[src/rtl/recv_control.sv]
// -----------------------------------------------------------------------------
// recv_control
//   Receive-side controller of the debug unit. It loads words from the UART
//   receive path into instruction memory until an end marker arrives or the
//   memory is full. It then decodes command words that run or single-step the
//   CPU. When execution stops it requests a state dump and waits for the
//   transmit sequencer to report that the dump is finished.
//
//   Optional feature macro: RECV_CTRL_STEP_EN
//     defined   : single-step command (32'h2) and the STEP state exist
//     undefined : 32'h2 is an unknown command and is ignored
//
// Ports
//   clk, reset     clock; asynchronous active-high reset
//   rx_Data        received word, valid while rx_done=1
//   rx_done        one-cycle pulse per received word
//   halt           CPU has retired the halt instruction (level)
//   send_done      one-cycle pulse when the dump is complete
//   IM_Addr        instruction-memory write address (registered)
//   IM_Data        instruction-memory write data (registered)
//   IM_we          instruction-memory write strobe (registered)
//   cpu_enable     CPU clock enable (registered)
//   send_flag      dump request to the transmit sequencer (registered)
// -----------------------------------------------------------------------------
module recv_control #(
    parameter int IM_ADDR_LENGTH = 32,
    parameter int IM_MEM_SIZE    = 1024,
    parameter int NBITS          = 32
) (
    input  logic                      clk,
    input  logic                      reset,
    input  logic [NBITS-1:0]          rx_Data,
    input  logic                      rx_done,
    input  logic                      halt,
    input  logic                      send_done,
    output logic [IM_ADDR_LENGTH-1:0] IM_Addr,
    output logic [NBITS-1:0]          IM_Data,
    output logic                      IM_we,
    output logic                      cpu_enable,
    output logic                      send_flag
);

    typedef enum logic [4:0] {
        LOAD = 5'b00001,
        CMD  = 5'b00010,
        RUN  = 5'b00100,
        STEP = 5'b01000,
        DUMP = 5'b10000
    } state_e;

    localparam logic [NBITS-1:0]          MARKER     = '1;
    localparam logic [NBITS-1:0]          CMD_RUN    = NBITS'(1);
    localparam logic [NBITS-1:0]          CMD_RELOAD = NBITS'(3);
    localparam logic [IM_ADDR_LENGTH-1:0] LAST_ADDR  = IM_ADDR_LENGTH'(IM_MEM_SIZE - 1);

    state_e                      state_q, state_d;
    logic [IM_ADDR_LENGTH-1:0]   ptr_q, ptr_d;
    logic [IM_ADDR_LENGTH-1:0]   im_addr_q, im_addr_d;
    logic [NBITS-1:0]            im_data_q, im_data_d;
    logic                        im_we_q, im_we_d;
    logic                        cpu_en_q, cpu_en_d;
    logic                        send_flag_q, send_flag_d;

    logic cmd_run, cmd_reload, load_last;

    assign cmd_run    = (rx_Data == CMD_RUN);
    assign cmd_reload = (rx_Data == CMD_RELOAD);
    // Marker or final address both end the load phase; the word is still written.
    assign load_last  = (rx_Data == MARKER) || (ptr_q == LAST_ADDR);

`ifdef RECV_CTRL_STEP_EN
    localparam logic [NBITS-1:0] CMD_STEP = NBITS'(2);
    logic cmd_step;
    assign cmd_step = (rx_Data == CMD_STEP);
`endif

    // State register
    always_ff @(posedge clk or posedge reset) begin
        if (reset) state_q <= LOAD;
        else       state_q <= state_d;
    end

    // Datapath / output registers
    always_ff @(posedge clk or posedge reset) begin
        if (reset) begin
            ptr_q       <= '0;
            im_addr_q   <= '0;
            im_data_q   <= '0;
            im_we_q     <= 1'b0;
            cpu_en_q    <= 1'b0;
            send_flag_q <= 1'b0;
        end else begin
            ptr_q       <= ptr_d;
            im_addr_q   <= im_addr_d;
            im_data_q   <= im_data_d;
            im_we_q     <= im_we_d;
            cpu_en_q    <= cpu_en_d;
            send_flag_q <= send_flag_d;
        end
    end

    // Next-state logic
    always_comb begin
        state_d = state_q;
        case (state_q)
            LOAD: if (rx_done && load_last) state_d = CMD;
            CMD: begin
                if (rx_done) begin
                    // A run command with halt already high skips RUN entirely.
                    if (cmd_run)         state_d = halt ? DUMP : RUN;
`ifdef RECV_CTRL_STEP_EN
                    else if (cmd_step)   state_d = STEP;
`endif
                    else if (cmd_reload) state_d = LOAD;
                end
            end
            RUN:  if (halt) state_d = DUMP;
`ifdef RECV_CTRL_STEP_EN
            STEP: state_d = DUMP;
`endif
            DUMP: if (send_done) state_d = CMD;
            default: state_d = LOAD;
        endcase
    end

    // Output / datapath next values
    always_comb begin
        ptr_d       = ptr_q;
        im_addr_d   = im_addr_q;
        im_data_d   = im_data_q;
        im_we_d     = 1'b0;
        cpu_en_d    = 1'b0;
        send_flag_d = 1'b0;
        case (state_q)
            LOAD: begin
                if (rx_done) begin
                    im_data_d = rx_Data;
                    im_addr_d = ptr_q;
                    im_we_d   = 1'b1;
                    // Pointer saturates at the last address instead of wrapping.
                    if (ptr_q != LAST_ADDR) ptr_d = ptr_q + IM_ADDR_LENGTH'(1);
                end
            end
            CMD: begin
                if (rx_done) begin
                    if (cmd_run) begin
                        cpu_en_d    = !halt;
                        send_flag_d = halt;
                    end
`ifdef RECV_CTRL_STEP_EN
                    else if (cmd_step) begin
                        cpu_en_d = 1'b1;
                    end
`endif
                    else if (cmd_reload) begin
                        ptr_d = '0;
                    end
                end
            end
            RUN: begin
                cpu_en_d    = !halt;
                send_flag_d = halt;
            end
`ifdef RECV_CTRL_STEP_EN
            STEP: send_flag_d = 1'b1;
`endif
            DUMP: send_flag_d = !send_done;
            default: ;
        endcase
    end

    assign IM_Addr    = im_addr_q;
    assign IM_Data    = im_data_q;
    assign IM_we      = im_we_q;
    assign cpu_enable = cpu_en_q;
    assign send_flag  = send_flag_q;

endmodule
[config.mk]
export PLATFORM = sky130hd
export DESIGN_NAME = recv_control
export DESIGN_NICKNAME = d
export VERILOG_FILES = /design/src/rtl/recv_control.sv
export SDC_FILE = /design/constraint.sdc
export NUM_CORES = 1
export LEC_CHECK = 0
export ABC_AREA = 1
export ABC_CLOCK_PERIOD_IN_PS = 9800
export CAP_MARGIN = 20
export CELL_PAD_IN_SITES_DETAIL_PLACEMENT = 1
export CELL_PAD_IN_SITES_GLOBAL_PLACEMENT = 2
export CORE_MARGIN = 3
export CORE_UTILIZATION = 32
export CTS_CLUSTER_SIZE = 40
export DETAILED_ROUTE_END_ITERATION = 6
export PLACE_DENSITY_LB_ADDON = 0.1
export SYNTH_ARGS = -nofsm -noshare
export SYNTH_HDL_FRONTEND = slang
export SYNTH_SLANG_ARGS = --single-unit
[constraint.sdc]
create_clock -name clk -period 9.8 [get_ports clk]
set_input_delay 1.96 -clock clk [delete_from_list [all_inputs] [get_ports clk]]
set_output_delay 1.96 -clock clk [all_outputs]
set_load 0.01 [all_outputs]
-- Word-level counts from Yosys, hierarchy flattened
Cells that the tools add are included.
- $add $sub $neg: 1
- equality and inequality tests: 18
- muxes and demuxes: 22
- reduce and logical (&&, ||, !) cells: 8
- operator list (kind ; number):
    $mux W32 ; 5
    $pmux W32 S2 ; 1
    $mux W5 ; 7
    $add A32 B1 Y32 const B ; 1
    $eq A32 B1 Y1 const B ; 1
    $eq A32 B10 Y1 const B ; 1
    $eq A32 B2 Y1 const B ; 1
    $eq A32 B32 Y1 const B ; 1
    $ne A32 B10 Y1 const B ; 1
    $pmux W5 S4 ; 1
    $ne A2 B2 Y1 const B ; 8
    $mux W1 ; 6
    $reduce_and A6 Y1 ; 1
    $eq A5 B1 Y1 const B ; 1
    $eq A5 B2 Y1 const B ; 1
    $eq A5 B3 Y1 const B ; 1
    $eq A5 B5 Y1 const B ; 1
    $reduce_and A5 Y1 ; 1
    $ne A3 B3 Y1 const B ; 1
    $pmux W1 S3 ; 1
    $logic_not A1 Y1 ; 2
    $pmux W1 S2 ; 1
    $reduce_and A2 Y1 ; 1
    $reduce_bool A2 Y1 ; 1
    other kinds (2) ; 2
- bits in registers: 104
- bits of input ports: 37
- output and inout port bits: 67
- word-level logic and storage cells: 56

-- Depth between registers and ports, before layout
Gate-level depths: netlist (run 1).
- depth in word-level cells: 5
- depth in mapped cells: 12
- mapped depth without buffers: 12

-- Worst setup path after synthesis (run 1)
Ideal clock, no wire load.
- path type: input-to-reg
- from: input port rx_Data[17]
- to: register ptr_q[27]
- library setup time: 0.118 ns
- arrival time: 2.869 ns
- required time: 9.682 ns
- path slack: 6.813 ns
- stages: 11
- buffers on the path: 1
- path through: inv_1 -> nand2_1 -> nor2_1 -> nand2_1 -> nor2_1 -> nand2_1 -> nand2_1 -> nand2_8 -> buf_8 -> nand2_1 -> o21ai_2
- cells in the longest elaborated chain, start to end: 3
- elaborated cells on any way between the ends: 5
- those cells by class: eq/ne: 4; reduce/logical: 1
- ends and longest elaborated chain (what ; line ; RTL):
    from (decl) ; 32 ; input logic [NBITS-1:0] rx_Data,
    $eq A32 B2 Y1 / $eq A32 B1 Y1 (equally long branches) ; 67, 66 ;
    $ne A2 B2 Y1 (no source line) ; n/a ;
    $reduce_and A6 Y1 (no source line) (*) ; n/a ;
    to (signal assigned) ; 93 ; ptr_q <= ptr_d;
    to (decl) ; 57 ; logic [IM_ADDR_LENGTH-1:0] ptr_q, ptr_d;
Every way passes the cells marked *; elsewhere a longest branch is shown, timed or not.
A chain may end at the register's enable or synchronous reset.

-- Worst setup path after layout (run 1)
- from: input port rx_Data[20]
- to: register ptr_q[1]
The elaborated chain is that of the path after synthesis.

==> impl_metrics.json, run 1 <==
{
  "cts-root-buf": "clkbuf_16",
  "clkTransAtPathRegs_ns": 0.07,
  "synth_common_cells": "nand2_1, dfrtp_1, inv_1",
  "vias": 4888,
  "status": "complete, no violations",
  "netlist_area_um2": 5400,
  "grt_pass1_vias": 5089,
  "slew_viol_final": 0,
  "synthCells": 724,
  "synthToLayoutAreaGrowth_pct": 26.8,
  "antenna_left": 0,
  "io_pins": 104,
  "report.power.total_mw": 1.38,
  "postCtsSetupRepairBufs": 0,
  "cts.sinks": 103,
  "grt.total_usage_pct": 18.7,
  "cts_tree": "built",
  "async_reset_ff_share_pct": 100,
  "multi_input_area_um2": 2370,
  "synth.avg_cell_area_um2": 7.45,
  "hold_viol_final": 0,
  "grtUsageMet3_pct": 2.52,
  "worst_slack_ns": 5.91,
  "cp_slowest_stage_delay_ns": 0.79,
  "synth_edf_count": 0,
  "initial_utilization_pct": 33.4,
  "port_buffers": 103,
  "fin_tns_setup_ns": 0,
  "cts_resized": 0,
  "period_share_pct": 39.7,
  "peakVddDrop_mv": 0.117,
  "worstPathMaxFanout": 12,
  "overflow": 0,
  "hp-class": "reg2reg",
  "wl_per_cell_um": 16.0,
  "fmax_ghz": 0.257,
  "seq_area_frac_synth_pct": 47.8,
  "final_util_pct": 42.3,
  "worstPathRequired_ns": 9.98,
  "syn-num-nets": 762,
  "synth_top_area_share_pct": 47.3,
  "crit_type": "in2reg",
  "seq_area_um2": 2580,
  "dp.cells": 1022,
  "ys.flop_type": "dfrtp_1",
  "r2r-start": "state_q[0]",
  "holdBufCountCts": 0,
  "drtIter0Drc": 147,
  "place.detailed.hpwl_mm": 12.7,
  "grt_pass1_wl_mm": 27.1,
  "core_area_um2": 16200,
  "powerDensity_nw_per_um2": 202,
  "diodes": 0,
  "grt.busiest_layer": "met2",
  "worstPathArrival_ns": 4.07,
  "nFillCells": 1988,
  "period_needed_ns": 3.89,
  "met2_usage_pct": 31.1,
  "gp_congestion": 0.827,
  "die_h_um": 136,
  "pre_cts_slack_ns": 5.51,
  "p_leak_nw": 3.05,
  "ys_seq_elements": 103,
  "yosys.area.top_type": "dfrtp_1",
  "yosysUniqueCellTypes": 30,
  "drt-total-wl_mm": 16.6,
  "die_w_um": 136,
  "cp_common_cell": "nand2_1",
  "instances_no_fill": 1038,
  "die-area_um2": 18500,
  "setup_violations": 0,
  "cap_viol_max_count": 0,
  "synth_most_common_cell": "nand2_1",
  "worst_pin_slew_ns": 0.962,
  "cpMaxStageDelayCell": "a21oi_1",
  "numCtsBuffers": 9,
  "placementRows": 46,
  "post_drt_via_cell_ratio": 4.71,
  "grt_max_degree": 97,
  "startpoint_type": "primary input",
  "ys_warn_count": 0,
  "fin_skew_ns": 0.00731,
  "drive_gt1_share_pct": 6.45,
  "hold_start": "IM_Data[0]",
  "yosys-top-cells-area": "dfrtp_1, nand2_1, o21ai_0",
  "dr.pass1.iters": 4,
  "maxSlewHeadroom_pct": 35.9,
  "critPathCaptureType": "register",
  "critical_path.cell_chain": "clkdlybuf4s50_1, inv_1, nand2_1, nor2_1, nand2_1, nor2_1, nand2_1, a21oi_1, o21ai_0",
  "final_nets": 855,
  "grt_util_met1_pct": 25.7,
  "crit_start": "rx_Data[20]",
  "clock_latency_ns": 0.35,
  "clk_path_buf_depth": 2,
  "cts_max_level": 3,
  "grt_antenna_before_repair": 0,
  "remaining_drc_errors": 0,
  "rsz0062_at_grt": "false"
}
[layer usage]
metal  vias up  wire length [µm]
li1       2449                 -
met1      2359              8050
met2        67              7880
met3        13               452
met4         0               237
met5         -                 0
[where the power goes]
part | switching (mW) | leakage (nW) | total, mW | internal, mW
registers | 0.0541 | 1.37 | 0.567 | 0.513
logic | 0.279 | 1.54 | 0.478 | 0.199
clock network | 0.153 | 0.134 | 0.339 | 0.187
total | 0.486 | 3.05 | 1.38 | 0.898
[sequential cells by signal, summed over array words and instances (netlist names)]
signal / cells
IM_Addr: 32
IM_Data: 32
ptr_q: 32
state_q: 4
IM_we: 1
cpu_enable: 1
send_flag: 1
[critical path: cells and delay by family]
family / cells / cell delay, ns
compound gates: 2 / 0.98
simple gates: 5 / 0.59
buf+inv: 2 / 0.52
[path summary, 6_finish.rpt]
kind | to | slack [ns] | cells past startpoint
setup reg to reg | ptr_q[1] | 6.83 | 5
hold / removal | IM_Data[0] | 0.48 | 2
min in group asynchronous | IM_Addr[20] | 2.01 | 2
max in group asynchronous | cpu_enable | 6.53 | 3
setup / recovery | ptr_q[1] | 5.91 | 9
hold reg to reg | IM_Data[0] | 0.48 | 2
[through the flow]
step / hold WS (ns) / instance area [µm²]
after floorplan: 0.469 / 5400
after CTS: 0.485 / 6840
after global placement: 0.459 / 6570
after detailed placement: 0.468 / 6570
after global routing: 0.512 / 6840
final: 0.476 / 6840
[placed cells by master (no fill, tap or decap), types with 3 or more instances in the layout]
master,count
a21oi_1,5
clkbuf_1,4
clkbuf_16,9
clkdlybuf4s50_1,103
dfrtp_1,102
inv_1,76
inv_2,3
nand2_1,261
nand3_1,42
nor2_1,74
nor2_2,4
nor3_1,20
o21ai_0,63
o21ai_2,20
xor2_1,10
[final cells by class]
type,count,share of cell area (%)
sequential,103,37.7
multi-input combinational,517,34.6
timing repair buffer,105,15.3
inverter,81,4.48
tap,216,3.95
clock buffer,15,3.91
clock inverter,1,0.0732
[logic make-up after synthesis]
| logic type | synth area share, % |
|---|---|
| xor+xnor | 1.95 |
| buf+inv | 8.37 |
| flops | 47.8 |
| compound gates | 9.88 |
| simple gates | 31.8 |
| fa+ha+maj | 0.232 |
Note: power is estimated with default switching activity, not from simulation.
==> run 2: changes to the inputs <==
--- a/config.mk
+++ b/config.mk
@@ -6,12 +6,12 @@
 export NUM_CORES = 1
 export LEC_CHECK = 0
 export ABC_AREA = 1
-export ABC_CLOCK_PERIOD_IN_PS = 9800
+export ABC_CLOCK_PERIOD_IN_PS = 3240
 export CAP_MARGIN = 20
 export CELL_PAD_IN_SITES_DETAIL_PLACEMENT = 1
 export CELL_PAD_IN_SITES_GLOBAL_PLACEMENT = 2
 export CORE_MARGIN = 3
-export CORE_UTILIZATION = 32
+export CORE_UTILIZATION = 27
 export CTS_CLUSTER_SIZE = 40
 export DETAILED_ROUTE_END_ITERATION = 6
 export PLACE_DENSITY_LB_ADDON = 0.1
==> constraint.sdc (replaced) <==
create_clock -name clk -period 3.24 [get_ports clk]
set_input_delay 0.648 -clock clk [delete_from_list [all_inputs] [get_ports clk]]
set_output_delay 0.648 -clock clk [all_outputs]
set_load 0.01 [all_outputs]
==> run 2 against run 1 <==
Critical path type is now reg2reg. Clock skew down 0.0011 ns. Cell area up 2.5%. Sequential cell count unchanged. Non-clock buffer count up 7.
==> impl_metrics.json, run 2 (same netlist as run 1, synthesis figures left out) <==
{
  "status": "complete, no violations",
  "core_area_um2": 19500,
  "dr.pass1.iters": 5,
  "multi_input_area_um2": 2370,
  "worstPathMaxFanout": 50,
  "clock_latency_ns": 0.36,
  "maxSlewHeadroom_pct": 62.2,
  "fin_skew_ns": 0.00616,
  "die_h_um": 147,
  "port_buffers": 103,
  "post_drt_via_cell_ratio": 4.49,
  "drive_gt1_share_pct": 7.72,
  "rsz0062_at_grt": "false",
  "met1Wirelength_mm": 8.23,
  "period_needed_ns": 2.44,
  "numCtsBuffers": 9,
  "final_cell_mix": "nand2_1, clkdlybuf4s50_1, dfrtp_1",
  "worst_slack_ns": 0.802,
  "gp_congestion": 0.864,
  "cts_max_level": 3,
  "vias": 4909,
  "drt-total-wl_mm": 17.1,
  "slew_viol_final": 0,
  "clkTransAtPathRegs_ns": 0.07,
  "grt_max_degree": 125,
  "place.detailed.hpwl_mm": 13.1,
  "startpoint_type": "register",
  "postCtsSetupRepairBufs": 0,
  "nFillCells": 2405,
  "diodes": 0,
  "cp_common_cell": "nand2_1",
  "worst_pin_slew_ns": 0.566,
  "cap_viol_max_count": 0,
  "critical_path.cell_chain": "ha_1, nand2_1, nor2_1, nand2_2, nor3_2, nand3_1, nand2_1, inv_2, nand2_8, nand2_1, o21ai_2",
  "cp_slowest_stage_delay_ns": 0.47,
  "r2r-end": "ptr_q[16]",
  "grt.total_usage_pct": 16.1,
  "initial_utilization_pct": 27.6,
  "hold_viol_final": 0,
  "crit_type": "reg2reg",
  "cts-root-buf": "clkbuf_16",
  "p_leak_nw": 3.10,
  "clk_path_buf_depth": 2,
  "die_w_um": 147,
  "hp-class": "reg2reg",
  "critPathCaptureType": "register",
  "antenna_left": 0,
  "wl_met2_mm": 7.93,
  "worstPathRequired_ns": 3.53,
  "wl_per_cell_um": 15.6,
  "period_share_pct": 75.2,
  "final_nets": 862,
  "remaining_drc_errors": 0,
  "grt_pass1_vias": 5069,
  "drtIter0Drc": 183,
  "placementRows": 51,
  "r2r_cells": 11,
  "cpMaxStageDelayCell": "dfrtp_1",
  "overflow": 0,
  "grt_antenna_before_repair": 0,
  "final_common_cell": "nand2_1",
  "min_path_cells": 2,
  "hold_start": "IM_Addr[12]",
  "grt_pass1_wl_mm": 27.7,
  "holdBufCountCts": 0,
  "pre_cts_slack_ns": 0.545,
  "powerDensity_nw_per_um2": 616,
  "cts.sinks": 103,
  "met3WireLength_um": 658,
  "r2r-start": "ptr_q[0]",
  "seq_area_um2": 2580,
  "setup_violations": 0,
  "routed.top_layer": "met4",
  "cts_resized": 0,
  "cts_tree": "built",
  "fmax_ghz": 0.410,
  "synthToLayoutAreaGrowth_pct": 30.0,
  "ff2ff_setup_slack_ns": 0.80,
  "hold-path-endpoint": "IM_Addr[12]",
  "io_pins": 104,
  "worstPathArrival_ns": 2.72,
  "fin_tns_setup_ns": 0,
  "peakVddDrop_mv": 0.265,
  "die-area_um2": 21700
}
-- run 2: cell types whose count changed in the layout (fill, tap and decap cells not counted) --
cell | before | now
buf_4 | 2 | 7
clkbuf_1 | 4 | 0
clkinvlp_4 | 0 | 3
clkbuf_8 | 2 | 0
clkinv_2 | 1 | 3
buf_12 | 0 | 1
buf_16 | 0 | 1
bufinv_16 | 0 | 1
clkinv_4 | 0 | 1
inv_2 | 3 | 2
inv_4 | 1 | 0
inv_6 | 0 | 1
-- run 2: metrics by stage --
| stage | utilization (%) | hold WS (ns) | instance area, µm² | cells | power, mW |
|---|---|---|---|---|---|
| finish | 35.9 | 0.478 | 7010 | 1094 | 4.32 |
| global route | 35.9 | 0.501 | 7010 | 1094 | 4.63 |
| CTS | 35.8 | 0.485 | 6990 | 1093 | 4.39 |
| detailed placement | 34.3 | 0.468 | 6690 | 1077 | 3.23 |
| global placement | 34.3 | 0.458 | 6690 | 1077 | 3.20 |
| floorplan | - | 0.469 | 5400 | 724 | 2.55 |
-- run 2: worst max path at each step --
| stage | startpoint | end | slack, ns | cells after the start |
|---|---|---|---|---|
| 5_1_grt | ptr_q[0] | ptr_q[19] | 0.54 | 11 |
| 3_5_place_dp | rx_done | IM_Data[21] | 0.54 | 6 |
| 2_1_floorplan | reset | IM_Addr[0] | 1.36 | 1 |
| 3_3_place_gp | rx_done | IM_Data[16] | 0.55 | 6 |
| 6_report | ptr_q[0] | ptr_q[16] | 0.80 | 11 |
| 4_1_cts | ptr_q[0] | ptr_q[16] | 0.78 | 11 |
-- run 2: cell type report --
cell class,instances,area share [%]
tap,265,4.73
clock inverter,7,1.03
timing repair buffer,112,16.1
inverter,81,4.41
clock buffer,9,3.21
sequential,103,36.8
multi-input combinational,517,33.7
-- run 2: routing by layer --
layer  track usage, %  vias to the layer above
met5                0                        -
met4             5.13                        0
met3             3.13                       18
met2             26.1                       84
met1             21.7                     2343
li1                 -                     2464
-- run 2: power breakdown --
part / leakage, nW / internal (mW) / switching (mW)
Clock: 0.142 / 0.601 / 0.524
Combinational: 1.59 / 0.643 / 0.836
Sequential: 1.37 / 1.55 / 0.164
Total: 3.10 / 2.79 / 1.52
-- run 2: critical path, delay by kind of cell (launching register included) --
kind	cells	cell delay (ns)
AOI/OAI and AO/OA	1	0.07
adders and majority gates	1	0.34
buffers and inverters	1	0.08
DFF	1	0.47
and+or+nand+nor	8	1.36
